`src/rtl/wide_add_pkg.sv`:
```
// wide_add_pkg
//   Shared definitions for the wide add sequencer.
//   DATA_W  : width of one adder-core slice.
//   state_t : sequencer FSM states.
package wide_add_pkg;

    localparam int DATA_W = 32;

    typedef enum logic [1:0] {
        IDLE = 2'd0,
        RUN  = 2'd1,
        DONE = 2'd2
    } state_t;

endpackage

```
`src/rtl/wide_add_sequencer.sv`:
```
// wide_add_sequencer
//   Feeds a WORDS x 32-bit add request through an external 32-bit adder core,
//   one slice per clock, least significant slice first. The carry out of each
//   slice is chained into the carry in of the next one. The slice sums are
//   collected into a wide result, which is offered on a valid/ready port.
//
//   Optional build macro: WIDE_ADD_SUB_EN adds in_sub. When in_sub is set at
//   accept, the sequencer computes A - B: it stores ~B and forces the initial
//   carry to 1, ignoring in_cin.
//
//   Ports
//     clk, rst       : clock (rising edge), asynchronous active-high reset
//     in_valid/ready : request handshake. in_ready is high only in IDLE.
//     in_a, in_b     : WORDS*32-bit operands
//     in_cin         : initial carry in
//     in_sub         : subtract select (present only with WIDE_ADD_SUB_EN)
//     add_a/b/cin    : slice operands to the adder core. They are zero outside RUN.
//     add_result     : adder core sum. Bit 32 is the carry out.
//     add_overflow   : adder core signed overflow for the current slice
//     out_valid/ready: result handshake
//     out_sum        : WORDS*32-bit sum
//     out_cout       : carry out of the most significant slice
//     out_overflow   : adder overflow flag of the most significant slice
//     busy           : high in RUN or DONE
module wide_add_sequencer
    import wide_add_pkg::*;
#(
    parameter int WORDS = 4
) (
    input  logic                     clk,
    input  logic                     rst,
    input  logic                     in_valid,
    output logic                     in_ready,
    input  logic [WORDS*DATA_W-1:0]  in_a,
    input  logic [WORDS*DATA_W-1:0]  in_b,
    input  logic                     in_cin,
`ifdef WIDE_ADD_SUB_EN
    input  logic                     in_sub,
`endif
    output logic [DATA_W-1:0]        add_a,
    output logic [DATA_W-1:0]        add_b,
    output logic                     add_cin,
    input  logic [DATA_W:0]          add_result,
    input  logic                     add_overflow,
    output logic                     out_valid,
    input  logic                     out_ready,
    output logic [WORDS*DATA_W-1:0]  out_sum,
    output logic                     out_cout,
    output logic                     out_overflow,
    output logic                     busy
);

    localparam int W     = WORDS * DATA_W;
    localparam int IDX_W = (WORDS > 1) ? $clog2(WORDS) : 1;
    localparam logic [IDX_W-1:0] LAST_IDX = IDX_W'(WORDS - 1);

    state_t             state_q, state_d;
    logic [IDX_W-1:0]   idx_q, idx_d;
    logic [W-1:0]       a_q, a_d;
    logic [W-1:0]       b_q, b_d;
    logic [W-1:0]       sum_q, sum_d;
    logic               carry_q, carry_d;
    logic               cout_q, cout_d;
    logic               ovf_q, ovf_d;

    always_comb begin
        state_d = state_q;
        idx_d   = idx_q;
        a_d     = a_q;
        b_d     = b_q;
        sum_d   = sum_q;
        carry_d = carry_q;
        cout_d  = cout_q;
        ovf_d   = ovf_q;

        case (state_q)
            IDLE: begin
                if (in_valid) begin
                    a_d     = in_a;
                    idx_d   = '0;
                    state_d = RUN;
`ifdef WIDE_ADD_SUB_EN
                    // A - B is computed as A + ~B + 1.
                    b_d     = in_sub ? ~in_b : in_b;
                    carry_d = in_sub ? 1'b1 : in_cin;
`else
                    b_d     = in_b;
                    carry_d = in_cin;
`endif
                end
            end
            RUN: begin
                sum_d[idx_q*DATA_W +: DATA_W] = add_result[DATA_W-1:0];
                carry_d = add_result[DATA_W];
                if (idx_q == LAST_IDX) begin
                    cout_d  = add_result[DATA_W];
                    ovf_d   = add_overflow;
                    idx_d   = '0;
                    state_d = DONE;
                end else begin
                    idx_d = idx_q + IDX_W'(1);
                end
            end
            DONE: begin
                if (out_ready) begin
                    state_d = IDLE;
                end
            end
            default: state_d = IDLE;
        endcase
    end

    always_ff @(posedge clk or posedge rst) begin
        if (rst) begin
            state_q <= IDLE;
            idx_q   <= '0;
            a_q     <= '0;
            b_q     <= '0;
            sum_q   <= '0;
            carry_q <= 1'b0;
            cout_q  <= 1'b0;
            ovf_q   <= 1'b0;
        end else begin
            state_q <= state_d;
            idx_q   <= idx_d;
            a_q     <= a_d;
            b_q     <= b_d;
            sum_q   <= sum_d;
            carry_q <= carry_d;
            cout_q  <= cout_d;
            ovf_q   <= ovf_d;
        end
    end

    // The adder operands come only from registers, so no in_* path reaches
    // the core. They are held at zero outside RUN to keep the core quiet.
    always_comb begin
        add_a   = '0;
        add_b   = '0;
        add_cin = 1'b0;
        if (state_q == RUN) begin
            add_a   = a_q[idx_q*DATA_W +: DATA_W];
            add_b   = b_q[idx_q*DATA_W +: DATA_W];
            add_cin = carry_q;
        end
    end

    assign in_ready     = (state_q == IDLE);
    assign out_valid    = (state_q == DONE);
    assign busy         = (state_q == RUN) || (state_q == DONE);
    assign out_sum      = sum_q;
    assign out_cout     = cout_q;
    assign out_overflow = ovf_q;

endmodule

```
`config.mk`:
```
export PLATFORM = sky130hd
export DESIGN_NAME = wide_add_sequencer
export DESIGN_NICKNAME = d
export VERILOG_FILES = /design/src/rtl/wide_add_pkg.sv /design/src/rtl/wide_add_sequencer.sv
export SDC_FILE = /design/constraint.sdc
export NUM_CORES = 1
export LEC_CHECK = 0
export ABC_AREA = 1
export BUFFER_PORTS_ARGS = -buffer_cell sky130_fd_sc_hd__buf_2
export CAP_MARGIN = 20
export CORE_AREA = 4 4 187 189
export DETAILED_ROUTE_END_ITERATION = 8
export DIE_AREA = 0 0 191 193
export PLACE_DENSITY = 0.79
export SLEW_MARGIN = 5
export SYNTH_ARGS = -nofsm -noshare
export SYNTH_HDL_FRONTEND = slang
export SYNTH_SLANG_ARGS = --single-unit
```
`constraint.sdc`:
```
create_clock -name clk -period 23.8 [get_ports clk]
set_input_delay 3.57 -clock clk [delete_from_list [all_inputs] [get_ports clk]]
set_output_delay 3.57 -clock clk [all_outputs]
set_load 0.05 [all_outputs]
```
* After elaboration in Yosys (flattened, before gate mapping)
Cells that the tools add are included.
Cells by class: add/sub/neg operators 2, $mul 0, divide/modulo/power cells 0, magnitude comparators 0, equal/unequal tests 6, shifts and indexed selects 4, mux-type cells 13, bitwise operators 0, reduce and logical (&&, ||, !) cells 7
Operators with widths (count):
- indexed part select 128 x 8 -> 32 bit | 2
- bitwise mux 128 bit | 1
- variable shift 32 x 34 -> 128 bit, first input constant | 1
- indexed part select 32 x 34 -> 128 bit | 1
- 2-to-1 mux 32 bit | 2
- negator 7 -> 34 bit | 1
- 2-to-1 mux 2 bit | 5
- case mux 2 bit (3 select lines) | 1
- AND reduction 2 bit | 3
- == test 2 bit, second input constant | 2
- != test 2 bit, second input constant | 2
- case mux 2 bit (2 select lines) | 1
- AND reduction 3 bit | 1
- adder 2 x 1 -> 2 bit, second input constant | 1
- == test 2 x 1 -> 1 bit, second input constant | 1
- zero test 2 bit | 1
- 2-to-1 mux 1 bit | 2
- != test 2 x 1 -> 1 bit, second input constant | 1
- case mux 1 bit (2 select lines) | 1
- nonzero test 2 bit | 1
- logical OR 1 bit | 1
Word-level totals: register bits 391, latch bits 0, RAM bits 0, memory bits (read-only) 0, memories kept 0

* Logic depth before layout (Yosys ltp)
Gate-level depths: netlist of run 1.
word-level depth 3, depth in mapped cells 11, gate-level depth less buffers 8

* Least setup slack after synthesis of run 1
OpenSTA, ideal clock, no wires.
kind flip-flop to output port, start reg state_q[1], end out add_a[0], arrival 1.943 ns, setup slack 18.287 ns, cell stages (with the launch flop) 8, path buffers 3, cell sequence dfrtp_1 -> inv_1 -> ha_1 -> buf_6 -> inv_1 -> buf_2 -> buf_2 -> a21oi_1
On the way: longest elaborated chain between the ends 2
RTL lines:
- start, declared | line wide_add_sequencer.sv:57 | state_t state_q, state_d;
- start signal, assigned | line wide_add_sequencer.sv:124 | state_q <= state_d;
- == test 2 x 1 -> 1 bit | line wide_add_sequencer.sv:141 | if (state_q == RUN) begin
- 2-to-1 mux 32 bit | line wide_add_sequencer.sv:141
- end, declared | line wide_add_sequencer.sv:40 | output logic [DATA_W-1:0] add_a,
Every way passes these cells.

* Worst setup path after layout of run 1
start reg idx_q[0], end out add_a[10]
On the way: longest elaborated chain between the ends 2
RTL lines:
- start, declared | line wide_add_sequencer.sv:58 | logic [IDX_W-1:0] idx_q, idx_d;
- start signal, assigned | line wide_add_sequencer.sv:125 | idx_q <= idx_d;
- indexed part select 128 x 8 -> 32 bit | line wide_add_sequencer.sv:142 | add_a = a_q[idx_q*DATA_W +: DATA_W];
- 2-to-1 mux 32 bit | line wide_add_sequencer.sv:141
Every way passes these cells.

==> flow_summary.yaml, run 1 <==
run_status:
  status: "finished, final reports clean"
placement:
  place_congestion: 0.932
  portBuffers: 492
  hpwl_microns: 37000
drt:
  drc: 0
  antenna_left: 0
  num_vias: 16716
  wirelength_microns: 55200
  viasPerCell: 5.30
  wire_per_inst_microns: 17.5
  drtIter0Drc: 1319
  drtPass1Iterations: 5
synth:
  ys_seq_area_frac: 0.552
  synthesis.area_sq_mm: 0.0177
  syn_area_per_cell_sq_um: 7.87
  syn_inst: 2252
  synthDistinctLibCells: 18
  ys_warn_count: 0
  ys_seq_elements: 391
  synthesis.nets: 2556
layout:
  final_common_cell: "nand2_1"
  drive_above_1_share: 0.220
  area_growth_pct: 22.9
  final_nets: 2963
  fill_cells: 2814
  final_cell_mix: "558 x nand2_1, 492 x buf_2, 389 x dfrtp_1"
cts:
  cts.htree.levels: 2
  post_cts_buffers: 0
  path_clk_slew_ns: 0.07
  ctsHoldBuffers: 0
  cts_tree: "built"
  clk_latency_ns: 0.55
  cts_root_buf: "clkbuf_16"
  cts.path.max_buffers: 3
  cts_buffers: 43
  clock_sinks: 391
  cts_resized: 0
floorplan:
  start_util: 0.533
  chipWidth_microns: 191
  core_sq_mm: 0.0333
  pin_count: 493
  num_rows: 67
  die_h_microns: 193
  die-area_sq_mm: 0.0369
worst_setup_path:
  slowest_delay_ns: 0.79
  rrSetupSlack_ns: 19.39
  path_cells: "inv_4 -> buf_4 -> nand2_1 -> nand3_1 -> a21oi_1 -> buf_2"
  slowest_stage: "inv_4"
  worstPathArrival_ns: 3.61
  cp_num_buf_inv: 3
  criticalPathCategory: "register to output pin"
  worstPathRequired_ns: 20.23
  startpoint_type: "register"
  end_kind: "output pin"
  cp_top_family: "buffers and inverters"
  critPathMaxFanout: 81
pwr:
  p_per_area_mw_per_mm2: 162
  ir_worst_vdd_v: 0.000104
  leakagePower_uw: 0.0120
sta:
  hold_violations: 0
  finalSetupViolCount: 0
  fin_crit_ns: 7.18
  finalMaxSlewViolations: 0
  fmaxAchievable_ghz: 0.139
  relSlewSlack: 0.278
  worstMarginPinSlew_ns: 1.08
  final.setup.tns_ns: 0
  timing.hold.ws_ns: 0.479
  rsz0062_at_grt: "false"
  fin_skew_ns: 0.0234
  period_share: 0.302
global_route:
  track_usage: 0.292
  antenna_found_initial: 16
  grt_pass1_wl_microns: 85600
  overflow: 0
  grt_max_degree: 273
  grt_pass1_vias: 16405
hold_path:
  hold_path_class: "register to register"
flow_run:
  drv_cap: 0
-- through the flow --
stage | instances | instance area, sq um | setup WS (ns) | power (uW) | utilization
after floorplan | 2252 | 17700 | 9.36 | 2380 | -
after detailed placement | 3060 | 20200 | 17.21 | 2810 | 0.607
after global routing | 3148 | 21800 | 16.41 | 3740 | 0.654
after CTS | 3138 | 21700 | 16.59 | 3520 | 0.652
after global placement | 3059 | 20200 | 17.28 | 2770 | 0.607
final | 3152 | 21800 | 16.62 | 3520 | 0.654
-- area by class of cell --
cell class | instances | area, sq um | share of cell area
sequential | 391 | 9790 | 0.450
clock buffer | 59 | 1260 | 0.0577
inverter | 288 | 1090 | 0.0501
timing repair buffer | 507 | 2640 | 0.121
clock inverter | 19 | 235 | 0.0108
multi-input combinational | 1428 | 6180 | 0.284
antenna | 12 | 30.0 | 0.00138
tap | 448 | 561 | 0.0257
-- worst paths after layout --
kind                                endpoint          from  depth (start not counted)
worst min-delay path            out_sum[110]  out_sum[110]                          2
worst max register to register   out_sum[45]      idx_q[0]                          7
max in group asynchronous            b_q[93]           rst                          3
worst min register to register  out_sum[110]  out_sum[110]                          2
min in group asynchronous        out_sum[26]           rst                          2
worst max-delay path               add_a[10]      idx_q[0]                          6
-- Yosys cell counts (all sizes together) --
| master | n | area (sq um) |
|---|---|---|
| dfrtp | 391 | 9780 |
| nand3 | 153 | 766 |
| ha | 9 | 113 |
| o21ai | 94 | 470 |
| a21oi | 320 | 1600 |
| buf | 105 | 546 |
| nor2 | 289 | 1090 |
| nand2 | 561 | 2110 |
| inv | 288 | 1080 |
| clkbuf | 40 | 150 |
| nand4 | 2 | 12.5 |
-- kinds of logic (layout without fill, tap and decap cells) --
family,count (synthesis),after routing,synth area share
adder cells (fa/ha/maj),9,9,0.00635
AND/OR/NAND/NOR,1005,1005,0.224
flip-flops,391,391,0.552
other,0,12,0
AO/OA/AOI/OAI,414,414,0.117
buffers and inverters,433,873,0.100
-- metal layers --
metal	GRT usage	vias to the layer above	routed length (microns)
met3	0.0661	177	5270
met1	0.376	7864	21100
met5	0	-	79
met2	0.465	865	25700
li1	-	7798	-
met4	0.154	12	3130
-- state kept, by name, indices dropped and copies added (netlist names) --
signal        flops
a_q             128
b_q             128
carry_q           1
idx_q             2
out_cout          1
out_overflow      1
out_sum         128
state_q           2
-- power by group --
group / leakage, uW / total (uW) / internal [uW] / switching, uW
sequential: 0.00454 / 1100 / 969 / 128
combinational: 0.00673 / 1730 / 407 / 1320
clock: 0.000749 / 697 / 424 / 272
total: 0.0120 / 3520 / 1800 / 1720
-- worst register-to-register path, cell delays in order (launching register included) --
cell	delay, ns
dfrtp_4	0.74
inv_4	0.87
buf_4	0.78
ha_1	0.42
nand4_1	0.48
inv_1	0.80
nand2_1	0.15
nand2_1	0.10
(Power assumes the default switching activity.)
==> run 2, diff against run 1 <==
CORE_AREA = not set   (was 4 4 187 189)
CORE_ASPECT_RATIO = 1.5   (was not set)
CORE_MARGIN = 4   (was not set)
CORE_UTILIZATION = 48   (was not set)
DIE_AREA = not set   (was 0 0 191 193)
PLACE_DENSITY = 0.75   (was 0.79)
clock period = 6.1 ns   (was 23.8 ns; I/O delays follow)
==> run 2 against run 1 <==
Global-route usage down 2.7 points. Setup slack got worse by 15 ns. Cell count increased by 0.76%. Largest cell class unchanged. Largest power group unchanged. Design area decreased by 0.51%. Highest routed layer unchanged.
==> flow_summary.yaml, run 2 (synthesized netlist as in run 1, its figures left out) <==
run_status:
  status: "finished, final reports clean"
pwr:
  ir_worst_vdd_v: 0.000581
  total_power_uw: 13500
  leakagePower_uw: 0.0119
  p_per_area_mw_per_mm2: 622
worst_setup_path:
  r2r-end: "out_sum[104]"
  critPathMaxFanout: 77
  criticalPathCategory: "register to output pin"
  rr_worst_depth: 8
  startpoint_type: "register"
  rrSetupSlack_ns: 2.45
  reg2reg_from: "idx_q[1]"
  worstPathArrival_ns: 3.10
  worstPathRequired_ns: 5.18
  endpoint: "add_b[20]"
  cp-startpoint: "idx_q[0]"
  end_kind: "output pin"
drt:
  drtIter0Drc: 1322
  wirelength_microns: 54900
  antenna_left: 0
  viasPerCell: 5.21
  num_vias: 16533
  drc: 0
  drtPass1Iterations: 6
  wire_per_inst_microns: 17.3
layout:
  final_common_cell: "nand2_1"
  final_cell_mix: "558 x nand2_1, 492 x buf_2, 389 x dfrtp_1"
  final_cells: 3176
  final_nets: 2962
  area_growth_pct: 22.2
  multi_input_area_sq_mm: 0.00618
  fill_cells: 3273
  seqCellArea_sq_mm: 0.00979
  drive_above_1_share: 0.218
global_route:
  antenna_found_initial: 16
  grt_pass1_wl_microns: 84700
  overflow: 0
  grt_pass1_vias: 16426
  grt_max_degree: 219
  track_usage: 0.265
hold_path:
  hold_path_class: "primary input to async pin"
sta:
  relSlewSlack: 0.269
  finalMaxSlewViolations: 0
  fin_skew_ns: 0.0166
  timing.hold.ws_ns: 0.310
  fin_crit_ns: 4.01
  finalSetupViolCount: 0
  fmaxAchievable_ghz: 0.249
  period_share: 0.658
  worstMarginPinSlew_ns: 1.09
  hold_violations: 0
  rsz0062_at_grt: "false"
floorplan:
  core_sq_mm: 0.0362
  chipWidth_microns: 165
  pin_count: 493
  start_util: 0.490
  die-area_sq_mm: 0.0401
  die_h_microns: 243
  num_rows: 85
cts:
  clk_latency_ns: 0.54
  clock_sinks: 391
  cts.htree.levels: 2
  ctsHoldBuffers: 0
  cts.path.max_buffers: 3
  post_cts_buffers: 0
  cts_resized: 0
  cts_root_buf: "clkbuf_16"
  path_clk_slew_ns: 0.06
  cts_tree: "built"
  cts_buffers: 39
flow_run:
  drv_cap: 0
placement:
  portBuffers: 492
  place_congestion: 0.914
  hpwl_microns: 38000
  placedCellCount: 3092
-- run 2: cell types whose count changed in the layout (fill, tap and decap cells not counted), moves of 2 or more --
cell | before | now
buf_4 | 10 | 12
clkinvlp_4 | 0 | 3
clkinv_2 | 10 | 8
clkbuf_16 | 43 | 39
clkbuf_8 | 12 | 8
-- run 2: how the worst min path moves through the flow --
stage	slack, ns	cells past startpoint	start	to
finish	0.31	2	rst	b_q[11]
floorplan	0.48	2	state_q[1]	state_q[1]
detailed placement	0.47	2	out_sum[45]	out_sum[45]
global placement	0.46	2	out_sum[51]	out_sum[51]
global route	0.31	2	rst	b_q[11]
CTS	0.29	2	rst	b_q[11]
-- run 2: final cells by class --
type	count	area share
Sequential cell	391	0.452
Multi-Input combinational cell	1428	0.285
Antenna cell	11	0.00127
Clock buffer	52	0.0510
Timing Repair Buffer	510	0.123
Inverter	288	0.0502
Clock inverter	18	0.00970
Tap cell	478	0.0276
-- run 2: power by group --
group / internal [uW] / switching [uW]
Combinational: 1590 / 5080
Sequential: 3780 / 534
Clock: 1450 / 1030
Total: 6820 / 6650
-- run 2: per-stage QoR --
stage | setup slack, ns | instance area (sq um) | util | TNS (ns)
after CTS | 2.01 | 21600 | 0.597 | 0
after global routing | 1.88 | 21700 | 0.599 | 0
after global placement | 2.61 | 20300 | 0.560 | 0
after detailed placement | 2.50 | 20300 | 0.560 | 0
final | 2.09 | 21700 | 0.599 | 0
after floorplan | -0.0749 | 17700 | - | -29.28
-- run 2: metal layers --
layer,global-route usage,wire [microns],part of all wire
met1,0.311,20100,0.37
met2,0.440,26600,0.49
met3,0.0546,4280,0.078
met4,0.164,3810,0.070
met5,0,34,0.00062
-- run 2: critical path, cell delays in order, from the launching register on --
cell	delay, ns
dfrtp_4	0.95
inv_4	0.21
buf_4	0.45
nand2_1	0.16
nand3_1	0.07
a21oi_1	0.34
buf_2	0.34
